==> src/rtl/stage_sequencer_if.sv <==
`default_nettype none
// ============================================================================
//  Module      : stage_sequencer_if
//  Description : Memory / datapath handshake bundle between the stage
//                sequencer (master) and the instruction/data memory plus the
//                IR/PC datapath (slave).
//                  opcode  - IR opcode field, valid from DECODE onward
//                  mem_ack - memory completion, meaningful only while mem_req=1
//                  mem_req - memory access request
//                  ir_load - load IR from the memory bus
//                  pc_inc  - increment PC
//  Revision    : 1.0 - initial release
// ============================================================================
interface stage_sequencer_if #(
    parameter int OPW = 4
);
    logic [OPW-1:0] opcode;
    logic           mem_ack;
    logic           mem_req;
    logic           ir_load;
    logic           pc_inc;

    modport master (
        input  opcode,
        input  mem_ack,
        output mem_req,
        output ir_load,
        output pc_inc
    );

    modport slave (
        output opcode,
        output mem_ack,
        input  mem_req,
        input  ir_load,
        input  pc_inc
    );
endinterface
`default_nettype wire

==> src/rtl/stage_sequencer.sv <==
`default_nettype none
// ============================================================================
//  Module      : stage_sequencer
//  Description : Control FSM stepping the 3-stage processor through
//                FETCH -> DECODE -> EXEC -> INCR, with free-run and
//                single-step operation, HALT detection, memory-wait timeout
//                and a retired-instruction counter.
//  Ports       : clk      - system clock, rising edge
//                clr_n    - synchronous active-low clear
//                run      - level, continuous execution
//                step     - pulse, execute one instruction from IDLE
//                bus      - memory/datapath handshake (master side)
//                f/d/e/i  - one-hot phase strobes
//                busy     - any state other than IDLE, HALT, ERR
//                halted   - HALT state
//                err      - memory timeout state
//                retired  - completed instruction count (wraps)
//  Revision    : 1.0 - initial release
// ============================================================================
module stage_sequencer #(
    parameter int             OPW     = 4,
    parameter logic [OPW-1:0] HALT_OP = OPW'(4'hF),
    parameter int             TMO_W   = 4,
    parameter int             CNT_W   = 16
) (
    input  logic               clk,
    input  logic               clr_n,
    input  logic               run,
    input  logic               step,
    stage_sequencer_if.master  bus,
    output logic               f,
    output logic               d,
    output logic               e,
    output logic               i,
    output logic               busy,
    output logic               halted,
    output logic               err,
    output logic [CNT_W-1:0]   retired
);

    localparam logic [2:0] c_st_idle   = 3'd0;
    localparam logic [2:0] c_st_fetch  = 3'd1;
    localparam logic [2:0] c_st_decode = 3'd2;
    localparam logic [2:0] c_st_exec   = 3'd3;
    localparam logic [2:0] c_st_incr   = 3'd4;
    localparam logic [2:0] c_st_halt   = 3'd5;
    localparam logic [2:0] c_st_err    = 3'd6;

    // A wait cycle seen while the counter already holds this value is the
    // (2**TMO_W-1)-th consecutive cycle without ack, so it trips the timeout.
    localparam logic [TMO_W-1:0] c_tmo_last = TMO_W'((2 ** TMO_W) - 2);

    logic [2:0]       r_state;
    logic [2:0]       w_next;
    logic [TMO_W-1:0] r_tmo;
    logic             r_step_mode;
    logic [CNT_W-1:0] r_retired;
    logic             w_mem_op;
    logic             w_waiting;

    // MSB of the opcode marks a memory-access instruction.
    assign w_mem_op = bus.opcode[OPW-1];

    // ------------------------------------------------------------------
    // State register
    // ------------------------------------------------------------------
    always_ff @(posedge clk) begin
        if (!clr_n) begin
            r_state <= c_st_idle;
        end else begin
            r_state <= w_next;
        end
    end

    // ------------------------------------------------------------------
    // Next-state logic
    // ------------------------------------------------------------------
    always_comb begin
        w_next    = r_state;
        w_waiting = 1'b0;
        case (r_state)
            c_st_idle: begin
                // run and step both lead to FETCH; which one won is
                // remembered in r_step_mode.
                if (run || step) begin
                    w_next = c_st_fetch;
                end
            end
            c_st_fetch: begin
                w_waiting = 1'b1;
                if (bus.mem_ack) begin
                    w_next = c_st_decode;
                end else if (r_tmo == c_tmo_last) begin
                    w_next = c_st_err;
                end
            end
            c_st_decode: begin
                w_next = (bus.opcode == HALT_OP) ? c_st_halt : c_st_exec;
            end
            c_st_exec: begin
                if (!w_mem_op) begin
                    w_next = c_st_incr;
                end else begin
                    w_waiting = 1'b1;
                    if (bus.mem_ack) begin
                        w_next = c_st_incr;
                    end else if (r_tmo == c_tmo_last) begin
                        w_next = c_st_err;
                    end
                end
            end
            c_st_incr: begin
                w_next = (run && !r_step_mode) ? c_st_fetch : c_st_idle;
            end
            c_st_halt: w_next = c_st_halt;
            c_st_err:  w_next = c_st_err;
            default:   w_next = c_st_idle;
        endcase
    end

    // ------------------------------------------------------------------
    // Timeout counter, step-mode flag, retired counter
    // ------------------------------------------------------------------
    always_ff @(posedge clk) begin
        if (!clr_n) begin
            r_tmo       <= '0;
            r_step_mode <= 1'b0;
            r_retired   <= '0;
        end else begin
            // Cleared on every state change, so each wait state starts fresh.
            if ((w_next != r_state) || !w_waiting) begin
                r_tmo <= '0;
            end else begin
                r_tmo <= r_tmo + 1'b1;
            end

            // run has priority over step when leaving IDLE.
            if ((r_state == c_st_idle) && (w_next == c_st_fetch)) begin
                r_step_mode <= ~run;
            end else if ((r_state == c_st_incr) && (w_next == c_st_idle)) begin
                r_step_mode <= 1'b0;
            end

            if (r_state == c_st_incr) begin
                r_retired <= r_retired + 1'b1;
            end
        end
    end

    // ------------------------------------------------------------------
    // Output decode
    // ------------------------------------------------------------------
    always_comb begin
        f           = (r_state == c_st_fetch);
        d           = (r_state == c_st_decode);
        e           = (r_state == c_st_exec);
        i           = (r_state == c_st_incr);
        bus.mem_req = (r_state == c_st_fetch) || ((r_state == c_st_exec) && w_mem_op);
        // IR captures the fetched word in the ack cycle itself.
        bus.ir_load = (r_state == c_st_fetch) && bus.mem_ack;
        bus.pc_inc  = (r_state == c_st_incr);
        busy        = (r_state != c_st_idle) && (r_state != c_st_halt) &&
                      (r_state != c_st_err);
        halted      = (r_state == c_st_halt);
        err         = (r_state == c_st_err);
    end

    assign retired = r_retired;

endmodule
`default_nettype wire

==> src/flat_wrapper.sv <==
// flat-port wrapper written by rule: the top's interface ports become plain ports
module stage_sequencer_flat 
#(
    parameter int             OPW     = 4,
    parameter logic [OPW-1:0] HALT_OP = OPW'(4'hF),
    parameter int             TMO_W   = 4,
    parameter int             CNT_W   = 16
)
  (clk, clr_n, run, step, f, d, e, i, busy, halted, err, retired, bus_opcode, bus_mem_ack, bus_mem_req, bus_ir_load, bus_pc_inc);
  stage_sequencer_if #(.OPW(OPW)) bus_i ();
  input  logic clk;
  input  logic clr_n;
  input  logic run;
  input  logic step;
  output logic f;
  output logic d;
  output logic e;
  output logic i;
  output logic busy;
  output logic halted;
  output logic err;
  output logic [CNT_W-1:0] retired;
  input wire logic [$bits(bus_i.opcode)-1:0] bus_opcode;
  input wire logic [$bits(bus_i.mem_ack)-1:0] bus_mem_ack;
  output wire logic [$bits(bus_i.mem_req)-1:0] bus_mem_req;
  output wire logic [$bits(bus_i.ir_load)-1:0] bus_ir_load;
  output wire logic [$bits(bus_i.pc_inc)-1:0] bus_pc_inc;
  assign bus_i.opcode = bus_opcode;
  assign bus_i.mem_ack = bus_mem_ack;
  assign bus_mem_req = bus_i.mem_req;
  assign bus_ir_load = bus_i.ir_load;
  assign bus_pc_inc = bus_i.pc_inc;
  stage_sequencer #(.OPW(OPW), .HALT_OP(HALT_OP), .TMO_W(TMO_W), .CNT_W(CNT_W)) u_core (.clk(clk), .clr_n(clr_n), .run(run), .step(step), .bus(bus_i), .f(f), .d(d), .e(e), .i(i), .busy(busy), .halted(halted), .err(err), .retired(retired));
endmodule
==> config.mk <==
export PLATFORM = sky130hd
export DESIGN_NAME = stage_sequencer_flat
export DESIGN_NICKNAME = d
export VERILOG_FILES = /design/src/rtl/stage_sequencer_if.sv /design/src/rtl/stage_sequencer.sv /design/src/flat_wrapper.sv
export SDC_FILE = /design/constraint.sdc
export NUM_CORES = 1
export LEC_CHECK = 0
export ABC_CLOCK_PERIOD_IN_PS = 2000
export BUFFER_PORTS_ARGS = -buffer_cell sky130_fd_sc_hd__buf_2
export CORE_MARGIN = 1.5
export CORE_UTILIZATION = 50
export DETAILED_ROUTE_END_ITERATION = 10
export HOLD_SLACK_MARGIN = 0.15
export PLACE_DENSITY = 0.77
export SLEW_MARGIN = 10
export SYNTH_ARGS = -nofsm -noshare
export SYNTH_HDL_FRONTEND = slang
export SYNTH_SLANG_ARGS = --single-unit
==> constraint.sdc <==
create_clock -name clk -period 2 [get_ports clk]
set_clock_uncertainty 0.05 [all_clocks]
set_input_delay 0.6 -clock clk [delete_from_list [all_inputs] [get_ports clk]]
set_output_delay 0.6 -clock clk [all_outputs]
set_load 0.01 [all_outputs]
==> results.md <==
- Post-route DRC: 0
- Number of pins exceeding their max-slew limit in the final report: 0
- Antenna violations before repair: 0
- All-layer global routing usage: 21.52%
- Sequential Power Share: 50.4%
- Type of element capturing the critical path: primary output
- Number of unique standard cell types used by synthesis: 32
- Endpoint of the most critical register-to-register path: u_core.r_step_mode$_SDFFE_PN0P_
- TritonCTS sink count: 24
- Largest delay contributor family on the critical path: flip-flops
- Maximum root-to-sink buffer count: 2
- RSZ-0062 raised after global routing: true
- Count of buffering cells on the critical path with inverters included: 2
- Cell count of the worst reg-to-reg path: 6
- Final weighted congestion in routability-driven placement: 0.8521
- CP Capture Point: busy
- Drt pass-1 iters: 4
- Slowest cell delay on critical path: 0.40 ns
- Final min period: 1.938 ns
- Post-route total power: 0.9932 mW
- Drt total wl: 2650 µm
- Share of the clock period used by the worst path: 96.90%
- Layout-stage area growth over the synthesis result: 26.49%
- Post-Syn Instances: 149
- Ant. Diodes: 0
- Post-Syn Nets: 161
- Number of top-level design ports: 35
- Switching fraction of total power: 24.22%
- R2r startpoint: u_core.r_state[1]$_SDFF_PN0_
- Slack of the worst reg-to-reg path: 0.13 ns
- Slowest cell on the critical path: dfxtp_4
- Design area: 1518 µm²
- Share of synthesized cell area in full adder, half adder and majority cells: 3.128%
- Post-CTS Hold Fix Bufs: 0
- Standard-cell rows: 17
- DIE AREA: 2702 µm²
- Largest vdd supply drop: 0.7942 mV
- Ratio of total power to cell area: 654.4 nW/µm²
- Peak clock frequency supported by timing: 516.0 MHz
- Crit path cell chain: buf_2 -> nand2_1 -> a21oi_2 -> nor2_1 -> buf_2
- Clock-pin slew of the registers on the worst-case setup and hold paths: 0.14 ns
- Worst path depth: 5
- Pleak: 0.7055 nW
- Slew of the pin with the lowest slew margin: 0.3555 ns
- Horizontal die dimension: 51.99 µm
- Commonest non-fill, non-tap cells in the layout: buf_2, nor2_1, dfxtp_1, xor2_1, nand2_1
- FF+latch count, synth: 24
- Fraction of layout cells with a size suffix above 1: 31.38%
- Combinational share of power: 14.1%
- Count of nets after finishing: 201
- Int Power: 0.7526 mW
- Endpoint arrival time on the critical path: 1.29 ns
- Initial core utilization: 53.73%
- Via total after detailed routing: 1173
- Clock root buffer: clkbuf_4
- Critical path's most frequent cell: buf_2
- Main combinational cell family by area after synthesis: simple AND/OR/NAND/NOR gates
- H-tree levels: 1
- Status: finished, final reports clean
- TritonCTS buffer count: 3
- XOR/XNOR Fraction of Synth Area: 10.95%
- Net switching power figure: 0.2406 mW
- YS warnings: 0
- Fraction of synthesized area in multiplexers: 0%
- Synthesized area divided by synthesized cell count: 8.053 µm²
- Maximum number of pins on one net before global-route repair: 18
- Startpoint types: flop
- Most frequent standard cell in the layout excluding fill and tap cells: buf_2
- CTS tree: done
- Count of final setup violators: 0
- Simple-gate area share of the yosys netlist: 30.45%
- Hold violation total from the final report: 0
- Detailed-route wire length per cell: 12.27 µm
- Max-slew headroom at the worst pin: 76.19%
- Number of antenna-violating nets in the routed design: 0
- Combined area of all synthesized cells: 1200 µm²
- Detailed placer's ending HPWL: 1924 µm
- First-pass GRT wire length: 4291 µm
- Vias per inst: 5.431
- Standard cell area after detailed placement: 1416 µm²
- Clock latency reported for the late side of the worst-skew pair: 0.33 ns
- Worst setup path category: flop to primary output
- Port-buffer cells: 34
- Area of the core: 2233 µm²
- Start point of the critical path: u_core.r_state[1]$_SDFF_PN0_
- Count of routing violations after the opening detailed-route iteration: 31
- Overflow left after global routing: 0
- Maximum net fanout on the critical path: 6
- Number of global-route vias before repair: 1003
- Max Cap Viol: 0
- Fraction of the yosys area taken by sequential cells: 40.04%
- Clk pwr share: 35.4%
- Fraction of the mapped netlist area in compound gates: 10.74%
- Class of the tightest hold or removal check: flop to flop
- Height of the chip: 51.99 µm
- Required time of the critical path: 1.35 ns
- Worst Hold Slack: 0.4308 ns
[metal layers]
metal | vias up | share of wire, % | GRT usage, % | wire [µm]
met3 | 4 | 4.9 | 6.034 | 129
met2 | 25 | 49 | 35.02 | 1288
met4 | 0 | 1.2 | 7.456 | 31
met1 | 558 | 45 | 27.12 | 1201
met5 | - | 0 | 0 | 0
li1 | 586 | - | - | -
[what timing repair did]
item,in CTS,in global routing
gates resized for setup,6,7
buffers inserted,0,2
endpoints found under the setup margin,8,10
hold endpoints to repair,0,0
[per-stage QoR]
stage	util (%)	setup slack, ns	setup TNS [ns]	instances
global placement	63.42	0.08901	0	210
CTS	66.44	-0.004033	-0.004033	214
floorplan	-	0.1866	0	149
detailed placement	63.42	0.03867	0	210
global route	67.96	-0.02284	-0.02478	216
finish	67.96	0.06208	0	216
[cells in the mapped netlist]
| library cell | count | area [µm²] |
|---|---|---|
| a21oi_1 | 6 | 30.03 |
| xnor2_1 | 2 | 17.52 |
| clkbuf_1 | 5 | 18.77 |
| or3_1 | 2 | 12.51 |
| nand2_1 | 12 | 45.04 |
| and2_1 | 1 | 6.260 |
| clkinv_1 | 1 | 3.750 |
| xor2_1 | 13 | 113.9 |
| or2_2 | 1 | 6.260 |
| nand3_1 | 10 | 50.05 |
| o22a_1 | 1 | 8.760 |
| nand2b_1 | 2 | 12.51 |
| a211oi_1 | 1 | 7.510 |
| and4bb_2 | 1 | 12.51 |
| nor3_1 | 1 | 5.000 |
| ha_1 | 3 | 37.54 |
| a22oi_1 | 1 | 7.510 |
| o2bb2ai_2 | 1 | 15.01 |
| or4_1 | 2 | 15.01 |
| o21ai_0 | 5 | 25.02 |
| nand4_1 | 5 | 31.28 |
| buf_4 | 1 | 7.510 |
| a31o_2 | 1 | 8.760 |
| nor2_1 | 27 | 101.4 |
| nor3b_1 | 3 | 22.52 |
| o211ai_1 | 1 | 7.510 |
| dfxtp_1 | 24 | 480.5 |
| inv_1 | 7 | 26.28 |
| and4_4 | 1 | 11.26 |
| a31oi_1 | 3 | 18.77 |
| and3_1 | 4 | 25.02 |
| and4_1 | 1 | 8.760 |
[registers in the layout (all words and copies together) (netlist names)]
register and flops:
u_core.r_state 3, u_core.r_step_mode 1, u_core.r_tmo 4, u_core.retired 16
[final cells by class]
type / count / area [µm²]
tap: 28 / 35.03
fill: 192 / 715.7
clock inverter: 1 / 30.03
clock buffer: 3 / 22.52
sequential: 24 / 489.2
inverter: 8 / 30.03
multi-input combinational: 111 / 690.7
timing repair buffer: 41 / 220.2
[power groups by stage]
stage	Sequential, mW	Combinational, mW	Clock (mW)
after floorplan	0.505	0.0790	0
after global placement	0.511	0.119	0
after detailed placement	0.512	0.123	0
after CTS	0.502	0.128	0.357
after global routing	0.503	0.155	0.378
final	0.501	0.140	0.352
[kinds of logic after synthesis]
| kind of cell | count (synthesis) |
|---|---|
| buf+inv | 14 |
| compound gates | 20 |
| simple gates | 73 |
| fa+ha+maj | 3 |
| flops | 24 |
| xor+xnor | 15 |
[worst min-delay path by stage]
stage,startpoint,end,slack (ns),cells after the start
finish,u_core.r_tmo[0]$_SDFF_PP0_,u_core.r_tmo[0]$_SDFF_PP0_,0.43,1
global placement,u_core.r_tmo[0]$_SDFF_PP0_,u_core.r_tmo[0]$_SDFF_PP0_,0.40,1
detailed placement,u_core.r_tmo[0]$_SDFF_PP0_,u_core.r_tmo[0]$_SDFF_PP0_,0.41,1
floorplan,u_core.r_tmo[0]$_SDFF_PP0_,u_core.r_tmo[0]$_SDFF_PP0_,0.38,1
CTS,u_core.r_tmo[0]$_SDFF_PP0_,u_core.r_tmo[0]$_SDFF_PP0_,0.44,1
global route,u_core.r_tmo[0]$_SDFF_PP0_,u_core.r_tmo[0]$_SDFF_PP0_,0.45,1
Power figures use the tool's default switching activity.
